<file path="src/rtl/wave_capture_if.sv">
// Interface bundling the audio sample stream, the display idle flag and the
// display RAM write port of the wave_capture block.
//   master : the capture engine (drives RAM writes and read_index)
//   slave  : the surrounding system (drives samples and display idle)
interface wave_capture_if #(
  parameter int SAMPLE_W = 16,
  parameter int ADDR_W   = 8
);

  logic                new_sample_ready;
  logic [SAMPLE_W-1:0] new_sample_in;
  logic                wave_display_idle;
  logic [ADDR_W:0]     write_address;
  logic                write_enable;
  logic [7:0]          write_sample;
  logic                read_index;

  modport master (
    input  new_sample_ready,
    input  new_sample_in,
    input  wave_display_idle,
    output write_address,
    output write_enable,
    output write_sample,
    output read_index
  );

  modport slave (
    output new_sample_ready,
    output new_sample_in,
    output wave_display_idle,
    input  write_address,
    input  write_enable,
    input  write_sample,
    input  read_index
  );

endinterface

</file>
<file path="src/rtl/wave_capture.sv">
// wave_capture: triggers on a positive zero crossing of the audio stream,
// fills the back half of a double-buffered 512x8 display RAM with one
// screen of offset-binary samples, then flips read_index once the display
// is idle so the fresh half becomes visible.
//
// Build option: define WAVE_CAPTURE_DECIM_EN to keep only one sample in
// every 2^DECIM_LOG2 while capturing (one screen then spans more time).
// Without it every captured strobe is written and DECIM_LOG2 has no effect.
module wave_capture #(
  parameter int SAMPLE_W   = 16,
  parameter int ADDR_W     = 8,
  parameter int DECIM_LOG2 = 1
) (
  input  logic           clk,
  input  logic           reset,   // asynchronous, active low
  wave_capture_if.master bus
);

  typedef enum logic [1:0] {
    ST_ARMED  = 2'b00,
    ST_ACTIVE = 2'b01,
    ST_WAIT   = 2'b10
  } state_t;

  localparam logic [ADDR_W-1:0] COUNT_LAST = {ADDR_W{1'b1}};
  localparam logic [ADDR_W-1:0] COUNT_ZERO = {ADDR_W{1'b0}};
  localparam logic [ADDR_W-1:0] COUNT_ONE  = ADDR_W'(1'b1);

  // Signed sample -> offset binary: flip the sign bit, keep the top byte.
  function automatic logic [7:0] to_offset_binary(input logic [7:0] top_byte);
    return {~top_byte[7], top_byte[6:0]};
  endfunction

  state_t            state_r;
  logic [ADDR_W-1:0] count_r;
  logic              prev_msb_r;   // sign of the previous sample is all the trigger needs
  logic              read_index_r;
  logic              write_enable_r;
  logic [ADDR_W:0]   write_address_r;
  logic [7:0]        write_sample_r;

  logic              strobe_s;
  logic              crossing_s;
  logic              last_slot_s;
  logic              write_slot_s;
  logic [7:0]        converted_s;
  logic              unused_sample_bits_s;

  // Only the top byte of a sample reaches the RAM; the rest is dropped.
  assign unused_sample_bits_s = ^bus.new_sample_in[SAMPLE_W-9:0];

`ifdef WAVE_CAPTURE_DECIM_EN
  localparam logic [DECIM_LOG2-1:0] DECIM_ZERO = {DECIM_LOG2{1'b0}};
  localparam logic [DECIM_LOG2-1:0] DECIM_ONE  = DECIM_LOG2'(1'b1);

  logic [DECIM_LOG2-1:0] decim_r;

  // Strobe counter inside a capture; a sample is kept only when it reads zero.
  always_ff @(posedge clk or negedge reset) begin
    if (!reset) begin
      decim_r <= DECIM_ZERO;
    end else if (state_r == ST_ARMED) begin
      decim_r <= DECIM_ZERO;
    end else if ((state_r == ST_ACTIVE) && strobe_s) begin
      decim_r <= decim_r + DECIM_ONE;
    end else begin
      decim_r <= decim_r;
    end
  end
`else
  // DECIM_LOG2 is meaningful only when decimation is built in.
  if (DECIM_LOG2 < 0) begin : g_decim_unused
  end
`endif

  // Trigger, slot selection and data conversion for the current strobe.
  always_comb begin
    strobe_s     = bus.new_sample_ready;
    crossing_s   = 1'b0;
    last_slot_s  = 1'b0;
    write_slot_s = 1'b0;
    converted_s  = to_offset_binary(bus.new_sample_in[SAMPLE_W-1 -: 8]);
    if (prev_msb_r && !bus.new_sample_in[SAMPLE_W-1]) begin
      crossing_s = 1'b1;
    end else begin
      crossing_s = 1'b0;
    end
    if (count_r == COUNT_LAST) begin
      last_slot_s = 1'b1;
    end else begin
      last_slot_s = 1'b0;
    end
`ifdef WAVE_CAPTURE_DECIM_EN
    if (decim_r == DECIM_ZERO) begin
      write_slot_s = 1'b1;
    end else begin
      write_slot_s = 1'b0;
    end
`else
    write_slot_s = 1'b1;
`endif
  end

  // Capture FSM with registered RAM write port and buffer flip.
  always_ff @(posedge clk or negedge reset) begin
    if (!reset) begin
      state_r         <= ST_ARMED;
      count_r         <= COUNT_ZERO;
      prev_msb_r      <= 1'b0;
      read_index_r    <= 1'b0;
      write_enable_r  <= 1'b0;
      write_address_r <= {(ADDR_W+1){1'b0}};
      write_sample_r  <= 8'h00;
    end else begin
      write_enable_r <= 1'b0;
      if (strobe_s) begin
        prev_msb_r <= bus.new_sample_in[SAMPLE_W-1];
      end
      case (state_r)
        ST_ARMED: begin
          // The crossing sample only arms the capture; it is not stored.
          if (strobe_s && crossing_s) begin
            state_r <= ST_ACTIVE;
            count_r <= COUNT_ZERO;
          end
        end
        ST_ACTIVE: begin
          if (strobe_s && write_slot_s) begin
            write_enable_r  <= 1'b1;
            write_address_r <= {~read_index_r, count_r};
            write_sample_r  <= converted_s;
            if (last_slot_s) begin
              state_r <= ST_WAIT;
              count_r <= COUNT_ZERO;
            end else begin
              count_r <= count_r + COUNT_ONE;
            end
          end
        end
        ST_WAIT: begin
          // Flip only while the display is outside its active region.
          if (bus.wave_display_idle) begin
            read_index_r <= ~read_index_r;
            state_r      <= ST_ARMED;
          end
        end
        default: begin
          state_r <= ST_ARMED;
          count_r <= COUNT_ZERO;
        end
      endcase
    end
  end

  assign bus.write_enable  = write_enable_r;
  assign bus.write_address = write_address_r;
  assign bus.write_sample  = write_sample_r;
  assign bus.read_index    = read_index_r;

endmodule

</file>
<file path="src/flat_wrapper.sv">
// flat-port wrapper written by rule: the top's interface ports become plain ports
module wave_capture_flat 
#(
  parameter int SAMPLE_W   = 16,
  parameter int ADDR_W     = 8,
  parameter int DECIM_LOG2 = 1
)
  (clk, reset, bus_new_sample_ready, bus_new_sample_in, bus_wave_display_idle, bus_write_address, bus_write_enable, bus_write_sample, bus_read_index);
  wave_capture_if #(.SAMPLE_W(SAMPLE_W), .ADDR_W(ADDR_W)) bus_i ();
  input  logic clk;
  input  logic reset;
  input wire logic [$bits(bus_i.new_sample_ready)-1:0] bus_new_sample_ready;
  input wire logic [$bits(bus_i.new_sample_in)-1:0] bus_new_sample_in;
  input wire logic [$bits(bus_i.wave_display_idle)-1:0] bus_wave_display_idle;
  output wire logic [$bits(bus_i.write_address)-1:0] bus_write_address;
  output wire logic [$bits(bus_i.write_enable)-1:0] bus_write_enable;
  output wire logic [$bits(bus_i.write_sample)-1:0] bus_write_sample;
  output wire logic [$bits(bus_i.read_index)-1:0] bus_read_index;
  assign bus_i.new_sample_ready = bus_new_sample_ready;
  assign bus_i.new_sample_in = bus_new_sample_in;
  assign bus_i.wave_display_idle = bus_wave_display_idle;
  assign bus_write_address = bus_i.write_address;
  assign bus_write_enable = bus_i.write_enable;
  assign bus_write_sample = bus_i.write_sample;
  assign bus_read_index = bus_i.read_index;
  wave_capture #(.SAMPLE_W(SAMPLE_W), .ADDR_W(ADDR_W), .DECIM_LOG2(DECIM_LOG2)) u_core (.clk(clk), .reset(reset), .bus(bus_i));
endmodule
</file>
<file path="config.mk">
export PLATFORM = sky130hd
export DESIGN_NAME = wave_capture_flat
export DESIGN_NICKNAME = d
export VERILOG_FILES = /design/src/rtl/wave_capture_if.sv /design/src/rtl/wave_capture.sv /design/src/flat_wrapper.sv
export SDC_FILE = /design/constraint.sdc
export NUM_CORES = 1
export LEC_CHECK = 0
export ABC_AREA = 1
export BUFFER_PORTS_ARGS = -buffer_cell sky130_fd_sc_hd__buf_4
export CORE_AREA = 2 2 59 61
export DETAILED_ROUTE_END_ITERATION = 6
export DIE_AREA = 0 0 61 63
export HOLD_SLACK_MARGIN = 0.03
export PLACE_DENSITY = 0.67
export SYNTH_ARGS = -nofsm -noshare
export SYNTH_HDL_FRONTEND = slang
export SYNTH_SLANG_ARGS = --single-unit
</file>
<file path="constraint.sdc">
create_clock -name clk -period 1.7 [get_ports clk]
set_input_delay 0.085 -clock clk [delete_from_list [all_inputs] [get_ports clk]]
set_output_delay 0.085 -clock clk [all_outputs]
set_load 0.1 [all_outputs]
</file>
==> flow_metrics.py <==
metrics = {
    "clocking": {
        "cts-root-buf": "clkbuf_4",
        "clk_pin_slew_ps": 80,
        "htreeDepth": 2,
        "clockBufferDepth": 2,
        "clk_latency_ps": 320,
        "cts_tree": "built",
        "numCtsBuffers": 5,
        "cts_num_sinks": 30,
    },
    "critical_path": {
        "start_kind": "flop",
        "worst-path-buf-inv": 2,
        "arrival_ps": 1650,
        "r2r-end": "u_core.count_r[1]$_DFFE_PN0P_",
        "path_class": "reg2reg",
        "crit_path_end_kind": "flop",
        "crit_family": "simple AND/OR/NAND/NOR gates",
        "required_ps": 1940,
        "cp_slowest_cell": "dfrtp_1",
        "ff2ff_path_depth": 6,
        "max_stage_delay_ps": 400,
        "path_max_fanout": 26,
        "reg2reg_slack_ps": 290,
        "r2r_start": "u_core.state_r[0]$_DFFE_PN0P_",
        "cp_cell_sequence": "inv_1 -> nor2_4 -> nand2_4 -> inv_2 -> nand2_1 -> o21ai_0",
    },
    "synth": {
        "synth_area_um2": 1390,
        "ys_seq_area_share_pct": 54.0,
        "synth-seq-cells": 30,
        "synth_area_leader_cell": "dfrtp_1",
        "synth-main-ff-cell": "dfrtp_1",
        "synth_area_leaders": "dfrtp_1 (54%), nand2_1 (17%), o21ai_2 (5.0%), inv_1 (4.1%), nor2_1 (4.1%)",
        "async_reset_ff_share_pct": 100,
        "syn-num-nets": 185,
        "yosysTopAreaCellShare_pct": 54.0,
        "ys.warnings.count": 0,
        "yosys.cell_types.count": 18,
        "synth-edff-count": 0,
        "synth_most_common_cell": "nand2_1",
        "avgSynthCellArea_um2": 8.48,
        "ys_top_cells_by_count": "nand2_1 (62), dfrtp_1 (30), inv_1 (15), nor2_1 (15), nand3_1 (10)",
        "synthCells": 164,
    },
    "power": {
        "p_leak_nw": 0.949,
        "seq_power_share_pct": 41.7,
        "clkPwrFrac_pct": 18.0,
        "switching_share_pct": 44.4,
        "cell_internal_pwr_mw": 1.23,
        "power.switching_uw": 985,
        "combPwrFrac_pct": 40.2,
        "pwr_density_cell_nw_per_um2": 1240,
        "max-vdd-ir-drop_v": 0.000427,
    },
    "floorplanning": {
        "fp.dieH_um": 63,
        "io_pins": 39,
        "die_w_um": 61,
        "coreArea_um2": 3230,
        "start_util_pct": 43.0,
        "row_count": 21,
        "design.die.area_um2": 3840,
    },
    "grt": {
        "track_usage_pct": 16.0,
        "grt_pass1_vias": 1096,
        "antenna_found_initial": 0,
        "grt_overflow": 0,
        "grt_pass1_wl_mm": 4.57,
        "grt_max_degree": 31,
    },
    "place": {
        "place_hpwl_mm": 1.95,
        "preCtsSetupSlack_ps": 297,
        "placed_area_um2": 1640,
        "gp_congestion": 0.826,
        "port_buffers": 30,
    },
    "timing": {
        "drv_slew": 0,
        "setup_viol": 0,
        "whs_ps": 94.5,
        "setup_tns_ps": 0,
        "max_slew_margin_pct": 75.7,
        "post-route-min-period_ps": 1410,
        "finalCritPeriodShare_pct": 83.0,
        "rsz0062_at_grt": "no",
        "clock_skew_ps": 6.41,
        "fin_ws_ps": 290,
        "hold_viol": 0,
        "worst_slew_pin_slew_ps": 364,
        "fmax_mhz": 709,
    },
    "routing": {
        "drcViolationCount": 0,
        "vias": 1158,
        "drtPass1Iterations": 4,
        "drt_iter0_drc": 42,
        "via_per_inst": 4.58,
        "wl_per_cell_um": 10.6,
        "routed_wl_mm": 2.68,
        "ant_nets": 0,
    },
    "final_layout": {
        "seq_area_um2": 751,
        "insertedDiodeCount": 0,
        "final_area_um2": 1790,
        "fin_nets": 229,
        "multi_input_area_um2": 538,
        "area_growth_pct": 28.8,
        "fillers": 312,
        "drive_gt1_share_pct": 24.2,
    },
    "worst_hold_path": {
        "worstHoldStart": "bus_new_sample_ready",
        "min_path_cells": 4,
        "holdPathEnd": "u_core.prev_msb_r$_DFFE_PN0P_",
        "hold_class": "in2reg",
    },
    "outcome": {
        "status": "finished clean",
    },
    "flow_run": {
        "drv_cap": 0,
    },
}
[worst reg2reg max path, stage by stage (launching register included)]
cell,delay [ps]
dfrtp_1,400
inv_1,80
nor2_4,230
nand2_4,240
inv_2,240
nand2_1,70
o21ai_0,70
[power by group through the flow]
stage | Combinational, mW | Sequential [mW] | Clock (mW)
final | 0.891 | 0.925 | 0.400
after global routing | 0.956 | 0.945 | 0.467
after CTS | 0.899 | 0.926 | 0.420
after detailed placement | 0.882 | 0.938 | 0
after global placement | 0.876 | 0.930 | 0
after floorplan | 0.231 | 1.39 | 0
[cell usage in the layout, fill, tap and decap left out]
cell           count
inv_1             15
nor2_2             2
nor2_4             1
nand2_1           62
xor2_1             1
inv_2              1
ha_1               1
nor2_1            15
nand3_1           10
clkbuf_4           5
dlygate4sd3_1     10
xnor2_1            1
o21ai_0            6
o21ai_2            8
nand4_1            3
dfrtp_1           30
buf_4             31
clkbuf_8           1
nand2_4            1
a21oi_1            3
[how the worst max path moves through the flow]
stage	startpoint	end	slack [ps]	cells past startpoint
after floorplan	u_core.bus.read_index$_DFFE_PN0P_	u_core.bus.read_index$_DFFE_PN0P_	460	1
after global placement	u_core.count_r[0]$_DFFE_PN0P_	u_core.count_r[5]$_DFFE_PN0P_	330	8
after detailed placement	u_core.state_r[0]$_DFFE_PN0P_	u_core.count_r[1]$_DFFE_PN0P_	300	6
after CTS	u_core.state_r[0]$_DFFE_PN0P_	u_core.count_r[1]$_DFFE_PN0P_	270	6
after global routing	u_core.state_r[0]$_DFFE_PN0P_	u_core.count_r[1]$_DFFE_PN0P_	130	6
final	u_core.state_r[0]$_DFFE_PN0P_	u_core.count_r[1]$_DFFE_PN0P_	290	6
[layer usage]
| metal | vias up | track usage, % | share of wire (%) |
|---|---|---|---|
| met5 | - | 0 | 0 |
| met1 | 525 | 18.6 | 43 |
| met2 | 28 | 26.2 | 50 |
| li1 | 600 | - | - |
| met4 | 0 | 5.71 | 1.8 |
| met3 | 5 | 6.21 | 5.5 |
[cell type report]
| cell class | instances | area share, % |
|---|---|---|
| multi-input combinational | 114 | 30.0 |
| sequential | 30 | 41.9 |
| clock buffer | 6 | 2.87 |
| timing repair buffer | 41 | 18.6 |
| tap | 46 | 3.21 |
| inverter | 16 | 3.35 |
[cell families (layout without fill, tap and decap cells)]
family                     count (synthesis)  count (layout)  share of synthesized area (%)
xor gates and xnor gates                   2               2                           1.26
adders and majority gates                  1               1                          0.900
buffers and inverters                     20              63                           7.29
DFF                                       30              30                           54.0
AOI/OAI and AO/OA                         17              17                           8.28
and+or+nand+nor                           94              94                           28.3
[sequential cells by signal, summed over array words and instances (netlist names)]
| name | cells |
|---|---|
| u_core.bus.read_index | 1 |
| u_core.bus.write_address | 9 |
| u_core.bus.write_enable | 1 |
| u_core.bus.write_sample | 8 |
| u_core.count_r | 8 |
| u_core.prev_msb_r | 1 |
| u_core.state_r | 2 |
[per-stage QoR]
stage          util [%]  cells  power [mW]
2_1_floorplan         -    164        1.62
3_3_place_gp       50.7    237        1.81
3_5_place_dp       50.7    237        1.82
4_1_cts            55.1    252        2.25
5_1_grt            55.4    253        2.37
6_report           55.4    253        2.22
[what timing repair did]
item | CTS | global route
hold buffers | 9 | 1
resized for setup | 0 | 0
buffers inserted | 0 | 0
endpoints found under the hold margin | 38 | 1
(Power assumes the default switching activity.)
